[src/rtl/vga_frame_controller.sv]
// ---------------------------------------------------------------------------
// vga_frame_controller
// Raster timing and per-frame state snapshot for the VGA rendering datapath.
// Generates the horizontal/vertical counters that drive the renderers.
// Delays hsync/vsync/blank to line up with the renderers' registered pixel
// pipeline. Latches the game-state bus once per frame at vblank start, so
// every renderer sees a tear-free copy for the whole frame.
//
// Ports:
//   vga_clk     in   pixel clock
//   rst         in   synchronous active-high reset
//   snap_in     in   live game state, packed, SNAP_W bits
//   x, y        out  current raster counters (10 bits, registered)
//   video_on    out  counters inside visible area (combinational, undelayed)
//   hsync       out  active-low hsync, PIPE_DELAY cycles late
//   vsync       out  active-low vsync, PIPE_DELAY cycles late
//   blank       out  active-high blank, PIPE_DELAY cycles late
//   frame_start out  one-cycle pulse at h=0, v=V_ACTIVE (combinational)
//   snap_out    out  frame-stable copy of snap_in
//   snap_valid  out  one-cycle pulse the cycle snap_out is updated
//   frame_cnt   out  frames completed, wraps modulo 256
// ---------------------------------------------------------------------------
module vga_frame_controller #(
    parameter int unsigned H_ACTIVE   = 640,
    parameter int unsigned H_FP       = 16,
    parameter int unsigned H_SYNC     = 96,
    parameter int unsigned H_BP       = 48,
    parameter int unsigned V_ACTIVE   = 480,
    parameter int unsigned V_FP       = 10,
    parameter int unsigned V_SYNC     = 2,
    parameter int unsigned V_BP       = 33,
    parameter int unsigned PIPE_DELAY = 2,
    parameter int unsigned SNAP_W     = 64
) (
    input  logic              vga_clk,
    input  logic              rst,
    input  logic [SNAP_W-1:0] snap_in,
    output logic [9:0]        x,
    output logic [9:0]        y,
    output logic              video_on,
    output logic              hsync,
    output logic              vsync,
    output logic              blank,
    output logic              frame_start,
    output logic [SNAP_W-1:0] snap_out,
    output logic              snap_valid,
    output logic [7:0]        frame_cnt
);

    localparam int unsigned CNT_W   = 10;
    localparam int unsigned H_TOTAL = H_ACTIVE + H_FP + H_SYNC + H_BP;
    localparam int unsigned V_TOTAL = V_ACTIVE + V_FP + V_SYNC + V_BP;
    localparam int unsigned HS_BEG  = H_ACTIVE + H_FP;
    localparam int unsigned HS_END  = H_ACTIVE + H_FP + H_SYNC;
    localparam int unsigned VS_BEG  = V_ACTIVE + V_FP;
    localparam int unsigned VS_END  = V_ACTIVE + V_FP + V_SYNC;
    // Keep the delay vectors legal when PIPE_DELAY is 0; they are unused then.
    localparam int unsigned PD_W    = (PIPE_DELAY == 0) ? 1 : PIPE_DELAY;

    logic [CNT_W-1:0]  r_h;
    logic [CNT_W-1:0]  r_v;
    logic              w_video_on;
    logic              w_frame_start;
    logic              w_hsync_raw;
    logic              w_vsync_raw;
    logic              w_blank_raw;
    logic [PD_W-1:0]   r_hs_pipe;
    logic [PD_W-1:0]   r_vs_pipe;
    logic [PD_W-1:0]   r_bl_pipe;
    logic [SNAP_W-1:0] r_snap;
    logic              r_snap_valid;
    logic [7:0]        r_frame_cnt;

    // Raster counters: v advances only when h wraps.
    always_ff @(posedge vga_clk) begin
        if (rst) begin
            r_h <= '0;
            r_v <= '0;
        end else if (r_h == CNT_W'(H_TOTAL - 1)) begin
            r_h <= '0;
            r_v <= (r_v == CNT_W'(V_TOTAL - 1)) ? '0 : r_v + CNT_W'(1);
        end else begin
            r_h <= r_h + CNT_W'(1);
        end
    end

    // Raw timing decodes from the current counter values.
    always_comb begin
        w_video_on    = (r_h < CNT_W'(H_ACTIVE)) && (r_v < CNT_W'(V_ACTIVE));
        w_frame_start = (r_h == '0) && (r_v == CNT_W'(V_ACTIVE));
        w_hsync_raw   = !((r_h >= CNT_W'(HS_BEG)) && (r_h < CNT_W'(HS_END)));
        w_vsync_raw   = !((r_v >= CNT_W'(VS_BEG)) && (r_v < CNT_W'(VS_END)));
        w_blank_raw   = !w_video_on;
    end

    // Delay chains; stage 0 takes the raw value, last stage drives the port.
    always_ff @(posedge vga_clk) begin
        if (rst) begin
            r_hs_pipe <= '1;
            r_vs_pipe <= '1;
            r_bl_pipe <= '1;
        end else begin
            r_hs_pipe[0] <= w_hsync_raw;
            r_vs_pipe[0] <= w_vsync_raw;
            r_bl_pipe[0] <= w_blank_raw;
            for (int i = 1; i < int'(PD_W); i++) begin
                r_hs_pipe[i] <= r_hs_pipe[i-1];
                r_vs_pipe[i] <= r_vs_pipe[i-1];
                r_bl_pipe[i] <= r_bl_pipe[i-1];
            end
        end
    end

    generate
        if (PIPE_DELAY == 0) begin : g_no_delay
            assign hsync = w_hsync_raw;
            assign vsync = w_vsync_raw;
            assign blank = w_blank_raw;
        end else begin : g_delay
            assign hsync = r_hs_pipe[PD_W-1];
            assign vsync = r_vs_pipe[PD_W-1];
            assign blank = r_bl_pipe[PD_W-1];
        end
    endgenerate

    // Frame snapshot: capture only on the vblank-start edge; reset wins.
    always_ff @(posedge vga_clk) begin
        if (rst) begin
            r_snap       <= '0;
            r_snap_valid <= 1'b0;
            r_frame_cnt  <= '0;
        end else begin
            r_snap_valid <= w_frame_start;
            if (w_frame_start) begin
                r_snap      <= snap_in;
                r_frame_cnt <= r_frame_cnt + 8'(1);
            end
        end
    end

    assign x           = r_h;
    assign y           = r_v;
    assign video_on    = w_video_on;
    assign frame_start = w_frame_start;
    assign snap_out    = r_snap;
    assign snap_valid  = r_snap_valid;
    assign frame_cnt   = r_frame_cnt;

endmodule

[config.mk]
export PLATFORM = sky130hd
export DESIGN_NAME = vga_frame_controller
export DESIGN_NICKNAME = d
export VERILOG_FILES = /design/src/rtl/vga_frame_controller.sv
export SDC_FILE = /design/constraint.sdc
export NUM_CORES = 1
export LEC_CHECK = 0
export ABC_AREA = 1
export CAP_MARGIN = 20
export CORE_UTILIZATION = 41
export DETAILED_ROUTE_END_ITERATION = 10
export GPL_ROUTABILITY_DRIVEN = 0
export GPL_TIMING_DRIVEN = 0
export PLACE_DENSITY = 0.75
export SYNTH_ARGS = -nofsm -noshare
export SYNTH_HDL_FRONTEND = slang
export SYNTH_SLANG_ARGS = --single-unit
[constraint.sdc]
create_clock -name vga_clk -period 4.9 [get_ports vga_clk]
set_clock_uncertainty 0.1 [all_clocks]
set_input_delay 0.98 -clock vga_clk [delete_from_list [all_inputs] [get_ports vga_clk]]
set_output_delay 0.98 -clock vga_clk [all_outputs]
set_load 0.02 [all_outputs]
==> results of run 1 <==
## cell type report
class | instances | area (µm²) | area share
buffer | 25 | 158 | 0.0264
clock buffer | 11 | 131 | 0.0220
clock inverter | 5 | 37.5 | 0.00627
inverter | 41 | 154 | 0.0257
multi-input combinational | 382 | 1740 | 0.290
sequential | 99 | 1980 | 0.331
tap | 129 | 161 | 0.0270
timing repair buffer | 162 | 1620 | 0.271
## synthesized netlist by cell type
| cell type | count |
|---|---|
| inv_1 | 40 |
| nand2_1 | 203 |
| nor2_1 | 32 |
| nor2_8 | 1 |
| nand4_1 | 6 |
| nor3b_1 | 1 |
| nand3_1 | 19 |
| nand3_2 | 1 |
| inv_2 | 1 |
| xnor2_1 | 1 |
| a31oi_1 | 1 |
| buf_2 | 9 |
| dfxtp_1 | 99 |
| o2111ai_1 | 1 |
| nor4_1 | 3 |
| o21ai_0 | 4 |
| nand3b_1 | 2 |
| nor3_1 | 6 |
| a22oi_1 | 1 |
| or2_2 | 4 |
| o22ai_1 | 1 |
| a21oi_1 | 80 |
| xor2_1 | 5 |
| ha_1 | 5 |
| clkbuf_1 | 9 |
| nand2_2 | 2 |
| and3_1 | 3 |
| buf_6 | 7 |
## sequential cells by signal, summed over array words and instances, names as in the netlist
register / count
r_vs_pipe: 2
x: 10
snap_valid: 1
r_bl_pipe: 2
frame_cnt: 8
y: 10
r_hs_pipe: 2
snap_out: 64
## cells in the final DEF, fill, tap and decap left out, drive strengths merged, types with 2 or more instances in the layout
cell type        n
nand2          205
clkdlybuf4s50  162
dfxtp           99
a21oi           80
inv             42
nor2            33
nand3           20
clkbuf          20
buf             16
nor3             6
nand4            6
xor2             5
ha               5
o21ai            4
or2              4
and3             3
nor4             3
nand3b           2
clkinvlp         2
clkinv           2
## path summary, 6_finish.rpt
check / from / cells after the start / endpoint
worst max register to register: x[0] / 7 / y[1]
worst max-delay path: y[5] / 8 / frame_start
worst min register to register: r_vs_pipe[0] / 1 / r_vs_pipe[1]
worst min-delay path: r_vs_pipe[0] / 1 / r_vs_pipe[1]
## power by group through the flow
stage | clock [mW] | combinational [mW] | sequential [mW]
floorplan | 0 | 0.0229 | 0.831
global placement | 0 | 0.0907 | 0.829
detailed placement | 0 | 0.0909 | 0.829
CTS | 0.479 | 0.0919 | 0.810
global route | 0.518 | 0.0979 | 0.811
finish | 0.466 | 0.0912 | 0.810
## metrics by stage
step / cell area [µm²] / hold WS, ns / cells
after floorplan: 4030 / 0.289 / 547
after global placement: 5810 / 0.292 / 838
after detailed placement: 5810 / 0.298 / 838
after CTS: 5980 / 0.320 / 854
after global routing: 5980 / 0.330 / 854
final: 5980 / 0.318 / 854
## logic make-up after synthesis
kind of cell,Yosys count,synth area share
AO/OA/AOI/OAI,88,0.111
XOR/XNOR,6,0.0130
adder cells (fa/ha/maj),5,0.0155
buffers and inverters,66,0.0773
flip-flops,99,0.492
AND/OR/NAND/NOR,283,0.291
## layer usage
layer	share of wire	GRT usage	vias up
li1	-	-	2091
met1	0.42	0.270	1892
met2	0.50	0.403	150
met3	0.064	0.0442	11
met4	0.012	0.0569	0
met5	0	0	-
## worst max-delay path, delay by kind of cell, from the launching register on
| family | cells | cell delay (ns) |
|---|---|---|
| simple gates | 4 | 0.48 |
| buf+inv | 4 | 0.93 |
| flops | 1 | 0.33 |
==> metrics.md, run 1 <==
| Metric | Value |
|---|---|
| Initial antenna violation count | `0` |
| Setup repair after global routing missed its margin | `no` |
| Setup repair bufs after CTS | `0` |
| Slew at the pin with the worst max-slew slack | `0.586 ns` |
| DR pass1 iterations | `4` |
| Die Y | `roughly 100 µm` |
| Psw | `around 0.32 mW` |
| Via density | `between 4 and 5` |
| Final hold vios | `0` |
| Largest net degree at the start of global routing | `17` |
| Sequential fraction of the synthesis area | `0.492` |
| Slew Limit Fails | `0` |
| Comb pwr share | `0.067` |
| Antenna viol nets, final | `0` |
| Net Sw Frac | `0.232` |
| Layout area overhead | `48.4%` |
| Slew margin rel. | `0.609` |
| Post-Syn Instances | `547` |
| Aggregate global-route resource usage | `0.223` |
| Ports | `about 160` |
| CP Max Fanout | `8` |
| Worst VDD drop | `roughly 0.16 mV` |
| Fin util | `0.638` |
| DR vias | `between 4000 and 5000` |
| Clock Power Share | `0.341` |
| Final setup margin | `approximately 1.7 ns` |
| HP Class | `reg2reg` |
| Layout cells sized above 1 | `0.0538` |
| Avg Cell Area, Syn | `around 7.4 µm²` |
| Final #Nets | `791` |
| Period utilisation layout | `0.648` |
| Setup-failing EPs final | `0` |
| First-pass GRT wire length | `~18000 µm` |
| Register bit total from synthesis | `99` |
| DR WL/cell | `roughly 13 µm` |
| Cell Area, Synth | `4030 µm²` |
| Max clock buf depth | `2` |
| Yosys top cell by area | `dfxtp_1` |
| CP endpoint kind | `primary output` |
| Sequential Power Share | `0.592` |
| Vias in the first global route | `roughly 3900` |
| PnR Total Power | `between 1 and 1.5 mW` |
| Detail Placement HPWL | `slightly below 9000 µm` |
| Synth top area share | `0.492` |
| Synth cell types | `28` |
| Synth Net Count | `just over 600` |
| Ys Warns | `0` |
| Max cap viols | `0` |
| Int Power | `around 1.0 mW` |
| Die area | `between 10000 and 15000 µm²` |
| Worst Path Required | `3.82 ns` |
| WL final | `around 11000 µm` |
| Initial Utilization | `0.430` |
| Power per cell area | `between 200 and 250 nW/µm²` |
| Crit Path Class | `reg2out` |
| Total grt overflow | `0` |
| Status | `finished clean` |
| Antenna Cells | `0` |
| Area contributors post-synth | `dfxtp_1 (49%), nand2_1 (19%), a21oi_1 (9.9%)` |
| Reg2reg setup slack | `about 3 ns` |
| CP Data Arrival Time | `around 2.1 ns` |
| Fill count | `833` |
| Setup crit start kind | `flip-flop` |
| Critical-path cell list | `buf_2, nand2_1, inv_1, nand3_1, nor3b_1, nand3_1, inv_1, clkdlybuf4s50_1` |
| Htree depth | `3` |
| Initial DRC count | `about 130` |
| CP max stage cell | `clkdlybuf4s50_1` |
| IO buf count | `roughly 160` |
| Leakage | `~2.2 nW` |
| Slowest stage delay, CP | `around 0.60 ns` |
| Worst-path clk slew | `0.09 ns` |
| Min Tclk post-route | `3.17 ns` |
| DIE WIDTH | `101 µm` |
| Resized Gates After CTS | `0` |
| Clock root cell | `clkbuf_8` |
| FP Rows | `35` |
| Clock sink total | `approximately 100` |
| FMAX | `0.315 GHz` |
| Final setup TNS | `0 ns` |
| CORE AREA | `about 9400 µm²` |
| Hold_buf cts | `0` |
| CTS buffer count | `9` |
| DRC | `0` |
| CTS tree | `done` |
| Worst skew pair latency | `0.35 ns` |
| DP Worst Slack | `approximately 2.1 ns` |
No activity file was read; power rests on OpenSTA's default activity.
==> inputs of run 2 (changes only) <==
- CORE_UTILIZATION: 41 -> 39
- clock period: 4.9 -> 2.6 ns (I/O delays scaled with it)
==> run 2 against run 1 <==
  * Cell area increased by 0.23%
  * Final cell count increased by 0.47%
  * Die area increased by 5.0%
  * Hold slack improved by 0.0023 ns
  * Clock power increased by 96%
  * Largest cell class unchanged
  * Highest routed layer unchanged
==> metrics.md, run 2 (same netlist as run 1, synthesis figures left out) <==
| Metric | Value |
|---|---|
| Largest register FFs | `64 (unchanged)` |
| Met3 track demand over resource | `0.0428 (-0.00137)` |
| CORE AREA | `9910 µm² (+5.7%)` |
| FP Rows | `36 (+2.9%)` |
| Slew at the pin with the worst max-slew slack | `0.588 ns (+0.00167 ns)` |
| DRC | `0 (unchanged)` |
| CTS buffer count | `9 (unchanged)` |
| Multi-input logic area | `1740 µm² (+0.36%)` |
| Final setup TNS | `0 ns (unchanged)` |
| Inst Count DP | `842 (+0.48%)` |
| Initial antenna violation count | `0 (unchanged)` |
| Detail Placement HPWL | `8610 µm (-1.5%)` |
| Layout cells sized above 1 | `0.0566 (+0.00276)` |
| CP endpoint | `video_on` |
| Fill count | `893 (+7.2%)` |
| Die area | `10700 µm² (+5.0%)` |
| DR pass1 iterations | `6 (+2)` |
| DR vias | `4133 (-0.27%)` |
| Crit Path Class | `reg2out` |
| CTS tree | `done` |
| Largest net degree at the start of global routing | `18 (+1)` |
| Slew Limit Fails | `0 (unchanged)` |
| WL final | `11600 µm (+0.92%)` |
| Via density | `4.82 (-0.73%)` |
| DIE WIDTH | `104 µm (+2.5%)` |
| Antenna Cells | `0 (unchanged)` |
| Vias in the first global route | `3891 (+0.051%)` |
| Clock sink total | `99 (unchanged)` |
| Reg2reg setup slack | `0.70 ns (-2.29 ns)` |
| Commonest non-fill, non-tap cell in the layout | `nand2_1` |
| Met1 Use GR | `0.276 (+0.00584)` |
| DR WL/cell | `13.5 µm (+0.45%)` |
| GR Util met2 | `0.366 (-0.0367)` |
| Status | `finished clean` |
| Fin util | `0.605 (-0.0333)` |
| Critical-path cell list | `nand2_1, nor2_1, nor4_2, dlygate4sd2_1` |
| Crit path max-delay family | `simple AND/OR/NAND/NOR gates` |
| Ports | `164 (unchanged)` |
| Final hold vios | `0 (unchanged)` |
| Min-delay src | `r_bl_pipe[0]` |
| Htree depth | `3 (unchanged)` |
| CP max stage cell | `dfxtp_1` |
| Levels on crit path | `4 (-4)` |
| Antenna viol nets, final | `0 (unchanged)` |
| Critical Path Start | `y[7]` |
| CP endpoint kind | `primary output` |
| Worst skew pair latency | `0.36 ns (about the same)` |
| PnR Total Power | `2.62 mW (+91%)` |
| Initial Utilization | `0.407 (-0.0233)` |
| Area after DPL | `5820 µm² (about the same)` |
| Final #Nets | `791 (unchanged)` |
| Worst-path clk slew | `0.09 ns (about the same)` |
| Clock root cell | `clkbuf_8` |
| Die Y | `104 µm (+2.5%)` |
| R2R depth | `7 (unchanged)` |
| Worst VDD drop | `0.288 mV (+78%)` |
| Leakage | `2.18 nW (+0.51%)` |
| Total grt overflow | `0 (unchanged)` |
| Setup crit start kind | `flip-flop` |
| HP Class | `reg2reg` |
| CP Data Arrival Time | `1.77 ns (-0.32 ns)` |
| Max clock buf depth | `2 (unchanged)` |
| Power per cell area | `436 nW/µm² (+91%)` |
| IO buf count | `162 (unchanged)` |
| Layout Cells excl Fill | `858 (+0.47%)` |
| Period utilisation layout | `0.918` |
| Layout area overhead | `48.8%` |
| Setup-failing EPs final | `0 (unchanged)` |
| Top Usage Layer GRT | `met2` |
| CP Max Fanout | `7 (-1)` |
| Worst Path Required | `1.98 ns (-1.84 ns)` |
| Register Area | `1980 µm² (unchanged)` |
| Initial DRC count | `165 (+32%)` |
| First-pass GRT wire length | `18900 µm (+3.6%)` |
| Hold_buf cts | `0 (unchanged)` |
| Max cap viols | `0 (unchanged)` |
| Slew margin rel. | `0.608 (-0.00111)` |
| Min Tclk post-route | `approximately 2.4 ns` |
| FMAX | `roughly 0.42 GHz` |
| FF-to-FF End | `y[1]` |
| Reg-to-Reg Start | `x[0]` |
| Setup repair after global routing missed its margin | `no` |
| Post-route cell area | `6000 µm² (+0.23%)` |
| Worst Path Buf+Inv | `1 (-3)` |
| Aggregate global-route resource usage | `0.216 (-0.00693)` |
| Commonest non-fill, non-tap cells in the layout | `nand2_1 (203), clkdlybuf4s50_1 (160), dfxtp_1 (99), a21oi_1 (80), inv_1 (40)` |
| Slowest stage delay, CP | `0.49 ns (-0.11 ns)` |
## run 2: layer usage
| layer | vias up | share of wire |
|---|---|---|
| met4 | 0 | 0.017 |
| li1 | 2087 | - |
| met3 | 17 | 0.060 |
| met1 | 1876 | 0.46 |
| met2 | 153 | 0.47 |
| met5 | - | 0 |
## run 2: through the flow
step / hold WS [ns] / setup slack [ns]
2_1_floorplan: 0.289 / 0.558
3_3_place_gp: 0.298 / 0.219
3_5_place_dp: 0.300 / 0.218
4_1_cts: 0.322 / 0.0953
5_1_grt: 0.344 / 0.0877
6_report: 0.320 / 0.214
## run 2: timing repair
| item | 4_1_cts | 5_1_grt |
|---|---|---|
| endpoints found under the setup margin | 2 | 1 |
| setup buffers | 0 | 0 |
| gates resized for setup | 3 | 2 |
## run 2: worst min path at each step
stage                         endpoint  depth (start not counted)
after global placement    r_hs_pipe[1]                          1
after floorplan           r_bl_pipe[1]                          1
after global routing      r_hs_pipe[1]                          1
final                     r_bl_pipe[1]                          1
after CTS                 r_bl_pipe[1]                          1
after detailed placement  r_bl_pipe[1]                          1
## run 2: worst reg2reg max path, cell delays in order, from the launching register on
cell,delay [ns]
dfxtp_1,0.46
ha_1,0.23
nand3_1,0.19
nor2_1,0.13
nand2_1,0.13
nand2_1,0.17
buf_2,0.26
o22ai_1,0.11
## run 2: cell type report
cell class,instances,share of cell area
sequential,99,0.331
multi-input combinational,382,0.291
timing repair buffer,162,0.269
tap,133,0.0278
buffer,25,0.0263
inverter,41,0.0257
clock buffer,11,0.0219
clock inverter,5,0.00772
## run 2: power by group
group | switching, mW | total, mW | internal (mW)
registers | 0.00691 | 1.53 | 1.52
clock network | 0.548 | 0.914 | 0.367
logic | 0.0692 | 0.175 | 0.105
==> inputs of run 3 (changes only) <==
- CTS_BUF_LIST: default -> sky130_fd_sc_hd__clkbuf_4 sky130_fd_sc_hd__clkbuf_8 sky130_fd_sc_hd__clkbuf_16
- SLEW_MARGIN: default -> 30
==> run 3 against run 2 <==
  * Core utilization is 0.076 points higher
  * Critical path depth stayed put
  * Cell area grew 0.13%
  * Non-clock buffer count did not move
  * Fmax is 0.27% higher
  * Hold slack is essentially flat
  * Sequential share of layout area hardly changed
  * Count of clock-buffer cells in the layout unchanged
  * Combinational power about the same
  * Final cell count is the same
  * Critical path type unchanged
  * Critical endpoint unchanged
==> metrics.md, run 3 (same netlist as run 1, synthesis figures left out) <==
| Metric | Value |
|---|---|
| Status | `finished clean` |
| Highest routed metal layer | `met4` |
| Initial Utilization | `0.407 (unchanged)` |
| Die area | `10700 µm² (unchanged)` |
| Final setup TNS | `0 ns (unchanged)` |
| Power per cell area | `439 nW/µm² (+0.67%)` |
| Hold_buf cts | `0 (unchanged)` |
| WL final | `11500 µm (-0.29%)` |
| Max clock buf depth | `2 (unchanged)` |
| CP Data Arrival Time | `1.76 ns (about the same)` |
| Slew at the pin with the worst max-slew slack | `0.589 ns (+0.00129 ns)` |
| Initial DRC count | `152 (-7.9%)` |
| Setup crit start kind | `flip-flop` |
| Worst-path clk slew | `0.09 ns (about the same)` |
| Layout area overhead | `49.0%` |
| Max cap viols | `0 (unchanged)` |
| DR pass1 iterations | `4 (-2)` |
| Via density | `4.83 (+0.31%)` |
| Min Tclk post-route | `2.38 ns (-0.00647 ns)` |
| IO buf count | `162 (unchanged)` |
| Commonest non-fill, non-tap cells in the layout | `nand2_1 (203), clkdlybuf4s50_1 (160), dfxtp_1 (99), a21oi_1 (80), inv_1 (40)` |
| CORE AREA | `9910 µm² (unchanged)` |
| Leakage | `2.19 nW (+0.31%)` |
| Largest register FFs | `64 (unchanged)` |
| Met1 Routed Length | `5260 µm (-0.47%)` |
| WHS | `0.320 ns (-0.000126 ns)` |
| Clock sink total | `99 (unchanged)` |
| Post-route cell area | `6000 µm² (+0.13%)` |
| Final hold vios | `0 (unchanged)` |
| DR vias | `4146 (+0.31%)` |
| Setup-failing EPs final | `0 (unchanged)` |
| CP Max Fanout | `7 (unchanged)` |
| Slew Limit Fails | `0 (unchanged)` |
| Crit Path Class | `reg2out` |
| PnR Total Power | `2.64 mW (+0.79%)` |
| Final #Nets | `791 (unchanged)` |
| Register Area | `1980 µm² (unchanged)` |
| Antenna viol nets, final | `0 (unchanged)` |
| Die Y | `104 µm (unchanged)` |
| Multi-input logic area | `1740 µm² (unchanged)` |
| CP max stage cell | `dfxtp_1` |
| Slew margin rel. | `0.607 (-0.000861)` |
| Clock root cell | `clkbuf_8` |
| Critical-path cell list | `nand2_1, nor2_1, nor4_2, dlygate4sd2_1` |
| Worst Path Buf+Inv | `1 (unchanged)` |
| First-pass GRT wire length | `18900 µm (about the same)` |
| CTS tree | `done` |
| Vias in the first global route | `3894 (+0.077%)` |
| Fill count | `893 (unchanged)` |
| CP endpoint kind | `primary output` |
| CTS buffer count | `9 (unchanged)` |
| Aggregate global-route resource usage | `0.216 (unchanged)` |
| R2R depth | `10 (+3)` |
| DIE WIDTH | `104 µm (unchanged)` |
| Commonest non-fill, non-tap cell in the layout | `nand2_1` |
| Total grt overflow | `0 (unchanged)` |
| Met2 wire length | `5410 µm (about the same)` |
| Initial antenna violation count | `0 (unchanged)` |
| Slowest stage delay, CP | `0.48 ns (about the same)` |
| Inst Count DP | `842 (unchanged)` |
| Layout cells sized above 1 | `0.0593 (+0.00276)` |
| Period utilisation layout | `0.915 (-0.00249)` |
| Levels on crit path | `4 (unchanged)` |
| Setup repair after global routing missed its margin | `no` |
| Crit path max-delay family | `simple AND/OR/NAND/NOR gates` |
| FMAX | `0.420 GHz (+0.27%)` |
| Ports | `164 (unchanged)` |
| Hold depth | `1 (unchanged)` |
| Worst skew pair latency | `0.36 ns (about the same)` |
| Worst Path Required | `1.98 ns (about the same)` |
| DR WL/cell | `13.5 µm (-0.29%)` |
| Htree depth | `3 (unchanged)` |
| Worst VDD drop | `0.289 mV (+0.45%)` |
| DRC | `0 (unchanged)` |
| Largest net degree at the start of global routing | `18 (unchanged)` |
| HP Class | `reg2reg` |
| Area after DPL | `5820 µm² (unchanged)` |
| Layout Cells excl Fill | `858 (unchanged)` |
| Antenna Cells | `0 (unchanged)` |
| Setup repair bufs after CTS | `0 (unchanged)` |
| FP Rows | `36 (unchanged)` |
| Detail Placement HPWL | `8610 µm (unchanged)` |
| Routed wl met3 | `687 µm (-1.6%)` |
## run 3: cell count changes in the layout (fill, tap and decap cells not counted)
| cell | change |
|---|---|
| clkbuf_4 | +2 |
| clkbuf_1 | -2 |
## run 3: path summary, 6_finish.rpt
| path | start | end | slack, ns |
|---|---|---|---|
| setup / recovery | y[7] | video_on | 0.22 |
| setup reg to reg | x[0] | snap_out[63] | 0.70 |
| hold / removal | r_bl_pipe[0] | r_bl_pipe[1] | 0.32 |
| hold reg to reg | r_bl_pipe[0] | r_bl_pipe[1] | 0.32 |
## run 3: what timing repair did
action                                 4_1_cts  5_1_grt
pin swaps                                    0        0
endpoints found under the hold margin        0        0
gates cloned                                 0        0
gates resized for setup                      3        2
setup endpoints to repair                    2        1
## run 3: metrics by stage
stage / setup WS, ns / utilization
after floorplan: 0.558 / -
after global placement: 0.219 / 0.587
after detailed placement: 0.218 / 0.587
after CTS: 0.0953 / 0.606
after global routing: 0.0877 / 0.606
final: 0.221 / 0.606
## run 3: power by group
part | internal, mW | switching, mW | leakage [nW]
Clock | 0.387 | 0.547 | 0.0973
Combinational | 0.105 | 0.0692 | 1.29
Sequential | 1.52 | 0.00694 | 0.798
Total | 2.01 | 0.624 | 2.19
## run 3: cell type report
type | instances | area share
Buffer | 25 | 0.0263
Clock buffer | 11 | 0.0231
Multi-Input combinational cell | 382 | 0.290
Inverter | 41 | 0.0256
Timing Repair Buffer | 162 | 0.269
Tap cell | 133 | 0.0277
Clock inverter | 5 | 0.00771
Sequential cell | 99 | 0.330
## run 3: worst register-to-register path, stage by stage (launching register included)
cell,delay [ns]
dfxtp_1,0.47
inv_1,0.08
ha_1,0.23
nand2_1,0.07
nor2_1,0.05
nand2_2,0.11
inv_1,0.07
nand2_2,0.17
buf_2,0.29
nand2_1,0.08
a21oi_1,0.13
## run 3: per-layer routing
layer	track usage	vias to the layer above
li1	-	2086
met1	0.276	1884
met2	0.366	159
met3	0.0428	17
met4	0.0673	0
met5	0	-
